$ cat src/rtl/mda_pkg.sv
// mda_pkg: shared geometry defaults, control bytes and state encoding for the MDA text writer
package mda_pkg;
    localparam int COLS_DEF = 80;
    localparam int ROWS_DEF = 25;
    localparam logic [7:0] BS    = 8'h08;
    localparam logic [7:0] LF    = 8'h0A;
    localparam logic [7:0] FF    = 8'h0C;
    localparam logic [7:0] CR    = 8'h0D;
    localparam logic [7:0] SPACE = 8'h20;
    typedef enum logic [2:0] {INIT_CLR, IDLE, PUT, SCR_RD, SCR_WR, SCR_CLR, CLR} state_e;
endpackage

$ cat src/rtl/mda_cell_sweep.sv
// mda_cell_sweep: row-major cell counter used by every clear and scroll pass
module mda_cell_sweep #(
    parameter int COLS = 80,
    parameter int ROWS = 25
) (
    input  logic       clk,
    input  logic       rst,
    input  logic       start,
    input  logic [4:0] start_row,
    input  logic       step,
    output logic [6:0] col,
    output logic [4:0] row,
    output logic       last
);
    localparam logic [6:0] LAST_COL = 7'(COLS - 1);
    localparam logic [4:0] LAST_ROW = 5'(ROWS - 1);
    logic [6:0] col_q, col_d;
    logic [4:0] row_q, row_d;
    always_comb begin
        col_d = col_q;
        row_d = row_q;
        if (start) begin
            col_d = '0;
            row_d = start_row;
        end else if (step) begin
            col_d = (col_q == LAST_COL) ? '0 : col_q + 7'd1;
            row_d = (col_q != LAST_COL) ? row_q : (row_q == LAST_ROW) ? '0 : row_q + 5'd1;
        end
    end
    always_ff @(posedge clk or negedge rst) begin
        if (!rst) begin
            col_q <= '0;
            row_q <= '0;
        end else begin
            col_q <= col_d;
            row_q <= row_d;
        end
    end
    assign col  = col_q;
    assign row  = row_q;
    assign last = (col_q == LAST_COL) && (row_q == LAST_ROW);
endmodule

$ cat src/rtl/mda_text_writer.sv
// mda_text_writer: turns a byte stream into char-RAM writes with cursor tracking,
// line wrap, scroll-up and form-feed clear.
module mda_text_writer
    import mda_pkg::*;
#(
    parameter int         COLS     = COLS_DEF,
    parameter int         ROWS     = ROWS_DEF,
    parameter logic [7:0] DEF_ATTR = 8'h07
) (
    input  logic       clk,
    input  logic       rst,
    input  logic       in_valid,
    output logic       in_ready,
    input  logic [7:0] in_data,
    input  logic [7:0] in_attr,
    output logic       ram_we,
    output logic       ram_re,
    output logic [6:0] ram_col,
    output logic [4:0] ram_row,
    output logic [7:0] ram_wcode,
    output logic [7:0] ram_wattr,
    input  logic [7:0] ram_rcode,
    input  logic [7:0] ram_rattr,
    output logic [6:0] cur_col,
    output logic [4:0] cur_row,
    output logic       busy
);
    localparam logic [6:0] LAST_COL = 7'(COLS - 1);
    localparam logic [4:0] LAST_ROW = 5'(ROWS - 1);
    state_e     state_q, state_d;
    logic [6:0] col_q, col_d;
    logic [4:0] row_q, row_d;
    logic [7:0] code_q, code_d, attr_q, attr_d;
    logic       lf, sw_start, sw_step, sw_last;
    logic [4:0] sw_start_row, sw_row;
    logic [6:0] sw_col;

    mda_cell_sweep #(.COLS(COLS), .ROWS(ROWS)) u_sweep (
        .clk       (clk),
        .rst       (rst),
        .start     (sw_start),
        .start_row (sw_start_row),
        .step      (sw_step),
        .col       (sw_col),
        .row       (sw_row),
        .last      (sw_last)
    );

    always_comb begin
        state_d      = state_q;
        col_d        = col_q;
        row_d        = row_q;
        code_d       = code_q;
        attr_d       = attr_q;
        lf           = 1'b0;
        sw_start     = 1'b0;
        sw_start_row = '0;
        sw_step      = 1'b0;
        ram_we       = 1'b0;
        ram_re       = 1'b0;
        ram_col      = sw_col;
        ram_row      = sw_row;
        ram_wcode    = SPACE;
        ram_wattr    = DEF_ATTR;
        case (state_q)
            INIT_CLR, CLR, SCR_CLR: begin
                ram_we  = 1'b1;
                sw_step = 1'b1;
                if (sw_last) begin
                    state_d = IDLE;
                    col_d   = (state_q == SCR_CLR) ? col_q : '0;
                    row_d   = (state_q == SCR_CLR) ? row_q : '0;
                end
            end
            IDLE: if (in_valid) begin
                case (in_data)
                    CR: col_d = '0;
                    BS: col_d = (col_q == '0) ? col_q : col_q - 7'd1;
                    LF: lf = 1'b1;
                    FF: begin
                        state_d  = CLR;
                        sw_start = 1'b1;
                    end
                    default: begin
                        state_d = PUT;
                        code_d  = in_data;
                        attr_d  = in_attr;
                    end
                endcase
            end
            PUT: begin
                ram_we    = 1'b1;
                ram_col   = col_q;
                ram_row   = row_q;
                ram_wcode = code_q;
                ram_wattr = attr_q;
                state_d   = IDLE;
                col_d     = (col_q == LAST_COL) ? '0 : col_q + 7'd1;
                lf        = (col_q == LAST_COL);
            end
            SCR_RD: begin
                ram_re  = 1'b1;
                state_d = SCR_WR;
            end
            SCR_WR: begin
                ram_we       = 1'b1;
                ram_row      = sw_row - 5'd1;
                ram_wcode    = ram_rcode;
                ram_wattr    = ram_rattr;
                state_d      = sw_last ? SCR_CLR : SCR_RD;
                sw_start     = sw_last;
                sw_start_row = LAST_ROW;
                sw_step      = !sw_last;
            end
            default: state_d = INIT_CLR;
        endcase
        // A line feed on the bottom row becomes a scroll starting from source row 1
        if (lf) begin
            if (row_q == LAST_ROW) begin
                state_d      = SCR_RD;
                sw_start     = 1'b1;
                sw_start_row = 5'd1;
            end else begin
                row_d = row_q + 5'd1;
            end
        end
        if (!rst) begin
            ram_we    = 1'b0;
            ram_re    = 1'b0;
            ram_col   = '0;
            ram_row   = '0;
            ram_wcode = '0;
            ram_wattr = '0;
        end
    end

    always_ff @(posedge clk or negedge rst) begin
        if (!rst) begin
            state_q <= INIT_CLR;
            col_q   <= '0;
            row_q   <= '0;
            code_q  <= '0;
            attr_q  <= '0;
        end else begin
            state_q <= state_d;
            col_q   <= col_d;
            row_q   <= row_d;
            code_q  <= code_d;
            attr_q  <= attr_d;
        end
    end

    assign in_ready = rst && (state_q == IDLE);
    assign busy     = rst && (state_q != IDLE);
    assign cur_col  = col_q;
    assign cur_row  = row_q;
endmodule
$ cat config.mk
export PLATFORM = sky130hd
export DESIGN_NAME = mda_text_writer
export DESIGN_NICKNAME = d
export VERILOG_FILES = /design/src/rtl/mda_pkg.sv /design/src/rtl/mda_cell_sweep.sv /design/src/rtl/mda_text_writer.sv
export SDC_FILE = /design/constraint.sdc
export NUM_CORES = 1
export LEC_CHECK = 0
export CORE_MARGIN = 1
export CORE_UTILIZATION = 45
export CTS_CLUSTER_SIZE = 14
export DETAILED_ROUTE_END_ITERATION = 8
export HOLD_SLACK_MARGIN = 0.05
export PLACE_DENSITY = 0.82
export SLEW_MARGIN = 15
export SYNTH_ARGS = -nofsm -noshare
export SYNTH_HDL_FRONTEND = slang
export SYNTH_SLANG_ARGS = --single-unit
export TNS_END_PERCENT = 5
$ cat constraint.sdc
create_clock -name clk -period 4.6 [get_ports clk]
set_clock_uncertainty 0.15 [all_clocks]
set_input_delay 0.92 -clock clk [delete_from_list [all_inputs] [get_ports clk]]
set_output_delay 0.92 -clock clk [all_outputs]
set_load 0.02 [all_outputs]
; ---- Yosys cells after proc, flatten, opt, wreduce, memory -nomap -nowiden
; Index checks and enable logic that the tools add are counted.
[word_totals]
ff_bits = 43
latchBits = 0
mem_bits_rw = 0
mem_bits_ro = 0
in_bits = 35
out_inout_bits = 44
word_cells = 101
memories = 0
[op_classes]
addsub = 6
mul = 0
n_div = 0
order_cmp = 0
n_eq_ne = 22
shift = 0
mux = 50
bitwise_logic = 1
n_reduce_logical = 15
[ops]
columns = operator, n
row1 = two-way mux 7 bit, 10
row2 = two-way mux 5 bit, 13
row3 = == test 8 x 4 -> 1 bit (second input constant), 4
row4 = one-hot mux 8 bit (2 select lines), 2
row5 = one-hot mux 7 bit (3 select lines), 1
row6 = two-way mux 8 bit, 2
row7 = two-way mux 3 bit, 5
row8 = one-hot mux 3 bit (5 select lines), 1
row9 = adder 7 x 1 -> 7 bit (second input constant), 2
row10 = == test 7 bit (second input constant), 2
row11 = one-hot mux 7 bit (2 select lines), 1
row12 = adder 5 x 1 -> 5 bit (second input constant), 2
row13 = == test 5 bit (second input constant), 2
row14 = two-way mux 1 bit, 10
row15 = one-hot mux 5 bit (2 select lines), 1
row16 = == test 3 bit (second input constant), 3
row17 = != test 2 bit (second input constant), 4
row18 = zero test 7 bit, 1
row19 = != test 7 bit (second input constant), 1
row20 = subtractor 7 x 1 -> 7 bit (second input constant), 1
row21 = == test 3 x 2 -> 1 bit (second input constant), 2
row22 = != test 3 x 1 -> 1 bit (second input constant), 2
row23 = one-hot mux 1 bit (2 select lines), 3
row24 = one-hot mux 3 bit (2 select lines), 1
row25 = 15 further kinds, 18

; ---- Depth between registers and ports, before layout
; Gate-level depths: netlist (run 1).
[logic_depth]
word_depth = 8
ltp_mapped = 8
mapped_depth_nobuf = 7

; ---- By module
; Synthesis (run 1) repeated with hierarchy kept, for this count alone.
[hier_totals]
hier_cells = 364
area_unflattened_um2 = 3180.6
[modules_own_cells]
columns = mod, n_inst, cells_per_inst, area_per_inst_um2
row1 = mda_text_writer, 1, 280, 2418.6
row2 = mda_cell_sweep, 1, 84, 762.0

; ---- Worst setup path after synthesis (run 1)
; Ideal clock, no wire load.
[synth_path]
path_type = flip-flop to output port
startpoint = reg state_q[0]
endpoint = out ram_row[2]
arrival_ns = 1.831
path_slack_ns = 1.699
path_stages_with_launch = 6
n_path_buf = 2
path_cell_list = dfrtp_1 -> buf_4 -> nor3b_1 -> clkbuf_1 -> a32oi_1 -> a21boi_0
[synth_via]
elab_chain_len = 3
word_cells_on_any_way = 4
classes_between = eq/ne (2) / mux (2)
[synth_lines]
columns = element, line
row1 = from (decl), mda_text_writer.sv:30  ; state_e state_q, state_d;
row2 = from (signal assigned), mda_text_writer.sv:145  ; state_q <= state_d;
row3 = == test 3 bit / == test 3 x 2 -> 1 bit (equally long branches), mda_text_writer.sv:65  ; case (state_q)
row4 = one-hot mux 5 bit (2 select lines) *, mda_text_writer.sv:65
row5 = two-way mux 5 bit *, mda_text_writer.sv:127  ; if (!rst) begin
row6 = to (decl), mda_text_writer.sv:19  ; output logic [4:0] ram_row,
; Every way passes the cells marked *; elsewhere a longest branch is shown, timed or not.

; ---- Final worst setup path (run 1)
[layout_path]
startpoint = reg state_q[0]
endpoint = out ram_row[4]
; Same word-level chain as after synthesis.

==> results.cfg, run 1 <==
[status]
status = finished, violations left
failed_checks = DRC

[flow_run]
maxCapViolCount = 0

[final_layout]
syn2layout_area_growth_pct = 30.2
nets = 464
drive_above_1_share_pct = 9.50
nFillCells = 546
antennaDiodeCount = 0

[sta]
final_max_slew_viol_count = 0
rsz0062_at_grt = false
relSlewSlack_pct = 41.3
finalWorstPathRequiredPeriod_ps = 3820
worst_pin_slew_ps = 877
period_share_pct = 83.0
setup_tns_ps = 0
report.final.hold_viol_count = 0
setup_viol = 0
fmax_mhz = 262

[synth]
synth.distinct_cells = 64
synth_edf_count = 0
ys_seq_area_share_pct = 35.2
yosys_register_bits = 43
synthCells = 349
syn_avg_cell_area_sq_um = 8.77
synth_area_sq_mm = 0.00306
ys_warn_count = 0
synthFlopType = dfrtp_1
postSynth.asyncResetShare_pct = 100
synth_nets = 393

[power_and_ir_drop]
power_density_mw_per_mm2 = 174
power_uw = 693
vdd_drop_max_mv = 0.0887
p_leak_uw = 0.00163

[floorplanning]
core_sq_mm = 0.00646
start_util_pct = 47.4
die_w_um = 84.5
die_y_um = 84.5
rows = 29
dieArea_sq_mm = 0.00713
ios = 79

[worst_setup_path]
path_max_fanout = 14
crit_path_end_kind = primary output
cp.required_ps = 3530
rr_worst_depth = 4
worstSetupPathType = reg2out
start_kind = flop
cp.arrival_ps = 2750

[grt]
grt_overflow_total = 0
antenna_found_initial = 0
grt_max_degree = 49
grt_pass1_wl_um = 13600
grt_util_all_layers_pct = 24.0
grt_pass1_vias = 2845

[hold_path]
hold_path_depth = 1
hold_path_class = reg2reg

[clock_tree]
hold_buffers = 0
cts_buffer_depth = 2
clk_latency_ps = 300
tritoncts.num_buffers = 5
clockRootBuffer = clkbuf_8
post-cts-setup-buffers = 0
post_cts_resized = 0
htreeDepth = 2
cts_tree = done
cts_num_sinks = 43
clkTransAtPathRegs_ps = 80

[drt]
dr_wl_met2_um = 3820
vias_per_cell = 6.07
drt_iter0_drc = 263
final_antenna_net_count = 0
drtPass1Iterations = 7
vias = 3024
drt-met1-wl_um = 3670
top_layer_used = met4
dr_wl_met3_um = 627
wl_per_cell_um = 16.6
drc = 4
wl_um = 8280

[place]
dp_hpwl_um = 6130
port_buffers = 78
gp_congestion = 0.820
## synthesized netlist by cell type (3+ instances only)
| cell type | n | share of area (%) |
|---|---|---|
| buf_4 | 3 | 0.74 |
| xor2_1 | 4 | 1.1 |
| inv_1 | 15 | 1.8 |
| a21boi_0 | 13 | 3.2 |
| nor2_1 | 21 | 2.6 |
| and4_1 | 3 | 0.86 |
| nor3b_1 | 3 | 0.74 |
| clkbuf_1 | 14 | 1.7 |
| nand4_1 | 3 | 0.61 |
| buf_2 | 4 | 0.65 |
| nand2_1 | 28 | 3.4 |
| dfrtp_1 | 43 | 35 |
| ha_1 | 9 | 3.7 |
| a21oi_1 | 19 | 3.1 |
| a22oi_1 | 17 | 4.2 |
| nor3_1 | 7 | 1.1 |
| nor2b_1 | 27 | 5.5 |
| o211ai_1 | 3 | 0.74 |
| nand3_1 | 12 | 2.0 |
| mux2_2 | 12 | 4.4 |
| o31ai_1 | 7 | 1.7 |
| a221oi_1 | 3 | 0.86 |
| o21ai_0 | 16 | 2.6 |
| o22ai_1 | 5 | 1.0 |
| or4_1 | 3 | 0.74 |
| o22a_1 | 3 | 0.86 |
| a211oi_1 | 4 | 0.98 |
## through the flow
stage               area [sq um]  instances  utilization [%]  hold WS (ps)  setup WS (ps)
floorplan                   3060        349                -           310           1700
global placement            3900        490             60.4           328            948
detailed placement          3900        490             60.4           335            922
CTS                         3990        498             61.7           357            800
global route                3990        498             61.7           387            599
finish                      3990        498             61.7           354            784
## cells by family (layout without fill, tap and decap cells)
family,after synthesis,after routing,share of synthesized area [%]
XOR/XNOR,4,4,1.14
adder cells (fa/ha/maj),9,9,3.68
buffers and inverters,38,110,5.48
AO/OA/AOI/OAI,111,111,25.4
flip-flops,43,43,35.2
AND/OR/NAND/NOR,130,130,24.0
multiplexers,14,14,5.07
## registers in the layout (all words and copies together) (netlist names)
register,cells
attr_q,8
code_q,8
cur_col,7
u_sweep.col,7
cur_row,5
u_sweep.row,5
state_q,3
## critical path, cell delays in order, from the launching register on
cell and delay (ps):
dfrtp_1 550, or3b_2 670, nand2_1 250, o21ai_0 120, a222oi_1 250, nor2b_1 80, clkdlybuf4s50_1 540
## layout make-up
type | count | area, sq um | area share (%)
Clock buffer | 6 | 72.6 | 1.82
Clock inverter | 2 | 12.5 | 0.314
Inverter | 15 | 56.3 | 1.41
Multi-Input combinational cell | 268 | 1830 | 45.9
Sequential cell | 43 | 1080 | 27.0
Tap cell | 77 | 96.3 | 2.42
Timing Repair Buffer | 87 | 843 | 21.2
## report_power, final
group | switching [uW] | total [uW] | leakage, uW | internal, uW
Sequential | 0 | 378 | 0.000539 | 378
Clock | 136 | 242 | 0.0000412 | 106
Combinational | 31.7 | 73.9 | 0.00105 | 42.2
## cell usage in the layout (no fill, tap or decap), types with 3 or more instances in the layout
| cell type | netlist | routed |
|---|---|---|
| nand3_1 | 12 | 12 |
| a21oi_1 | 19 | 19 |
| nand2_1 | 28 | 28 |
| o211ai_1 | 3 | 3 |
| ha_1 | 9 | 9 |
| buf_4 | 3 | 9 |
| dfrtp_1 | 43 | 43 |
| or4_1 | 3 | 3 |
| nor2b_1 | 27 | 27 |
| mux2_2 | 12 | 12 |
| o31ai_1 | 7 | 7 |
| and4_1 | 3 | 3 |
| a221oi_1 | 3 | 3 |
| nor2_1 | 21 | 21 |
| clkdlybuf4s50_1 | 0 | 77 |
| inv_1 | 15 | 15 |
| nor3_1 | 7 | 7 |
| clkbuf_8 | 0 | 5 |
| nand4_1 | 3 | 3 |
| xor2_1 | 4 | 4 |
| a22oi_1 | 17 | 17 |
| a21boi_0 | 13 | 13 |
| o21ai_0 | 16 | 16 |
| o22ai_1 | 5 | 5 |
| o22a_1 | 3 | 3 |
| a211oi_1 | 4 | 4 |
## layer usage
layer | GRT usage [%] | vias to the layer above
met3 | 6.39 | 24
met5 | 0 | -
met2 | 39.3 | 120
li1 | - | 1433
met4 | 7.09 | 0
met1 | 31.2 | 1447
## final timing paths
| path | startpoint | endpoint | slack, ps |
|---|---|---|---|
| max | state_q[0] | ram_row[4] | 780 |
| min | code_q[3] | code_q[3] | 350 |
| max reg2reg | state_q[0] | attr_q[5] | 1640 |
| min reg2reg | code_q[3] | code_q[3] | 350 |
| max in group asynchronous | rst | state_q[0] | 3090 |
| min in group asynchronous | rst | u_sweep.row[1] | 540 |
No activity file was read; power rests on OpenSTA's default activity.
==> run 2: changes to the inputs <==
Settings changed: PLACE_DENSITY 0.82 to 0.85.
Clock period 4.6 ns to 3.15 ns, I/O delays scaled along.
==> run 2 against run 1 <==
  * The run still ends with DRC left
  * Wire length rose by 3.2%
  * Count of clock-buffer cells in the layout is 1 lower
  * Critical path depth is 1 lower
  * First-iteration DRC count up 4.9%
  * Via count rose by 2.5%
  * Worst setup slack worse by 750 ps
  * Utilization grew 2.8 points
  * Critical path type unchanged
  * Largest cell class unchanged
  * Highest routed layer unchanged
==> results.cfg, run 2 (same netlist as run 1, synthesis figures left out) <==
[status]
status = finished, violations left
failed_checks = DRC

[clock_tree]
tritoncts.num_buffers = 5
cts_num_sinks = 43
clk_latency_ps = 310
clkTransAtPathRegs_ps = 90
cts_buffer_depth = 2
post-cts-setup-buffers = 0
clockRootBuffer = clkbuf_8
htreeDepth = 2
cts_tree = done

[flow_run]
maxCapViolCount = 0

[place]
gp_congestion = 0.877
dp_hpwl_um = 6230
port_buffers = 78
place_inst = 498
place_area_sq_mm = 0.00399

[grt]
grt_util_all_layers_pct = 24.6
antenna_found_initial = 0
grt_overflow_total = 0
grt_max_degree = 49
grt_pass1_vias = 2929
grt_pass1_wl_um = 14000

[sta]
fmax_mhz = 321
setup_viol = 0
hold_slack_ps = 177
finalWorstPathRequiredPeriod_ps = 3120
rsz0062_at_grt = true
relSlewSlack_pct = 65.5
worst_pin_slew_ps = 517
report.final.hold_viol_count = 0
period_share_pct = 99.1
setup_tns_ps = 0
final_max_slew_viol_count = 0

[floorplanning]
die_y_um = 84.5
core_sq_mm = 0.00646
rows = 29
dieArea_sq_mm = 0.00713
start_util_pct = 47.4
ios = 79
die_w_um = 84.5

[power_and_ir_drop]
power_density_mw_per_mm2 = 287
p_leak_uw = 0.00183
vdd_drop_max_mv = 0.152

[drt]
vias = 3101
vias_per_cell = 6.12
drtPass1Iterations = 7
wl_um = 8550
drc = 6
drt_iter0_drc = 276
final_antenna_net_count = 0
wl_per_cell_um = 16.9

[hold_path]
hold_path_class = in2async

[final_layout]
largestRegisters = attr_q (8), code_q (8)
mostFrequentLayoutCells = clkdlybuf4s50_1 (65), dfrtp_1 (41), nand2_1 (28), nor2b_1 (27), nor2_1 (21)
syn2layout_area_growth_pct = 36.2
fin_cells = 507
antennaDiodeCount = 0
post-route-cell-area_sq_mm = 0.00417
nFillCells = 520
final_common_cell = clkdlybuf4s50_1
nets = 473
fin_util_pct = 64.5
drive_above_1_share_pct = 12.1

[worst_setup_path]
cp.arrival_ps = 2340
start_kind = flop
cp.required_ps = 2370
path_max_fanout = 16
crit_path_end_kind = primary output
worstSetupPathType = reg2out
run 2: cell count changes in the layout (fill, tap and decap cells not counted), moves of 2 or more:
cell / previous run / this run
bufinv_16: 0 / 2
dlygate4sd2_1: 0 / 3
dfrtp_1: 43 / 41
buf_12: 0 / 2
clkdlybuf4s50_1: 77 / 65
dlymetal6s2s_1: 0 / 9
buf_4: 9 / 14
dfrtp_2: 0 / 2
run 2: power by group:
group | total (uW) | internal [uW] | switching [uW]
Sequential | 551 | 551 | 0
Combinational | 109 | 61.7 | 47.5
Clock | 534 | 316 | 218
run 2: stage by stage:
stage          total power [uW]  setup WS, ps
3_5_place_dp                673           146
4_1_cts                    1200          6.96
5_1_grt                    1230          -115
3_3_place_gp                671           248
2_1_floorplan               590           539
6_report                   1190          29.9
run 2: final cells by class:
type | instances | area, sq um | area share (%)
tap | 77 | 96.3 | 2.31
timing repair buffer | 96 | 961 | 23.0
clock buffer | 5 | 68.8 | 1.65
sequential | 43 | 1080 | 25.9
inverter | 15 | 56.3 | 1.35
clock inverter | 3 | 67.6 | 1.62
multi-input combinational | 268 | 1840 | 44.1
run 2: final timing paths:
kind,from,end,slack [ps],depth (start not counted)
min in group clk,code_q[3],code_q[3],350,1
max in group asynchronous,rst,attr_q[3],2200,2
hold reg to reg,code_q[3],code_q[3],350,1
setup reg to reg,u_sweep.row[0],cur_row[3],440,7
setup / recovery,state_q[1],ram_wcode[5],30,5
hold / removal,rst,code_q[3],180,2
run 2: routing by layer:
layer  vias to the layer above  GRT usage (%)  wire length [um]
li1                       1441              -                 -
met1                      1498           30.7              3660
met3                        23           6.59               615
met2                       139           40.5              4080
met5                         -              0                 0
met4                         0           10.5               196
run 2: critical path, stage by stage, from the launching register on:
cell and delay, ps:
dfrtp_2 490, nor3b_4 400, buf_6 230, a22oi_1 80
a21boi_0 190, clkdlybuf4s50_1 640
run 2: what timing repair did:
item	CTS	global route
hold buffers	1	0
resized for setup	7	10
endpoints found under the setup margin	20	11
hold endpoints to repair	1	0
pin swaps	1	1
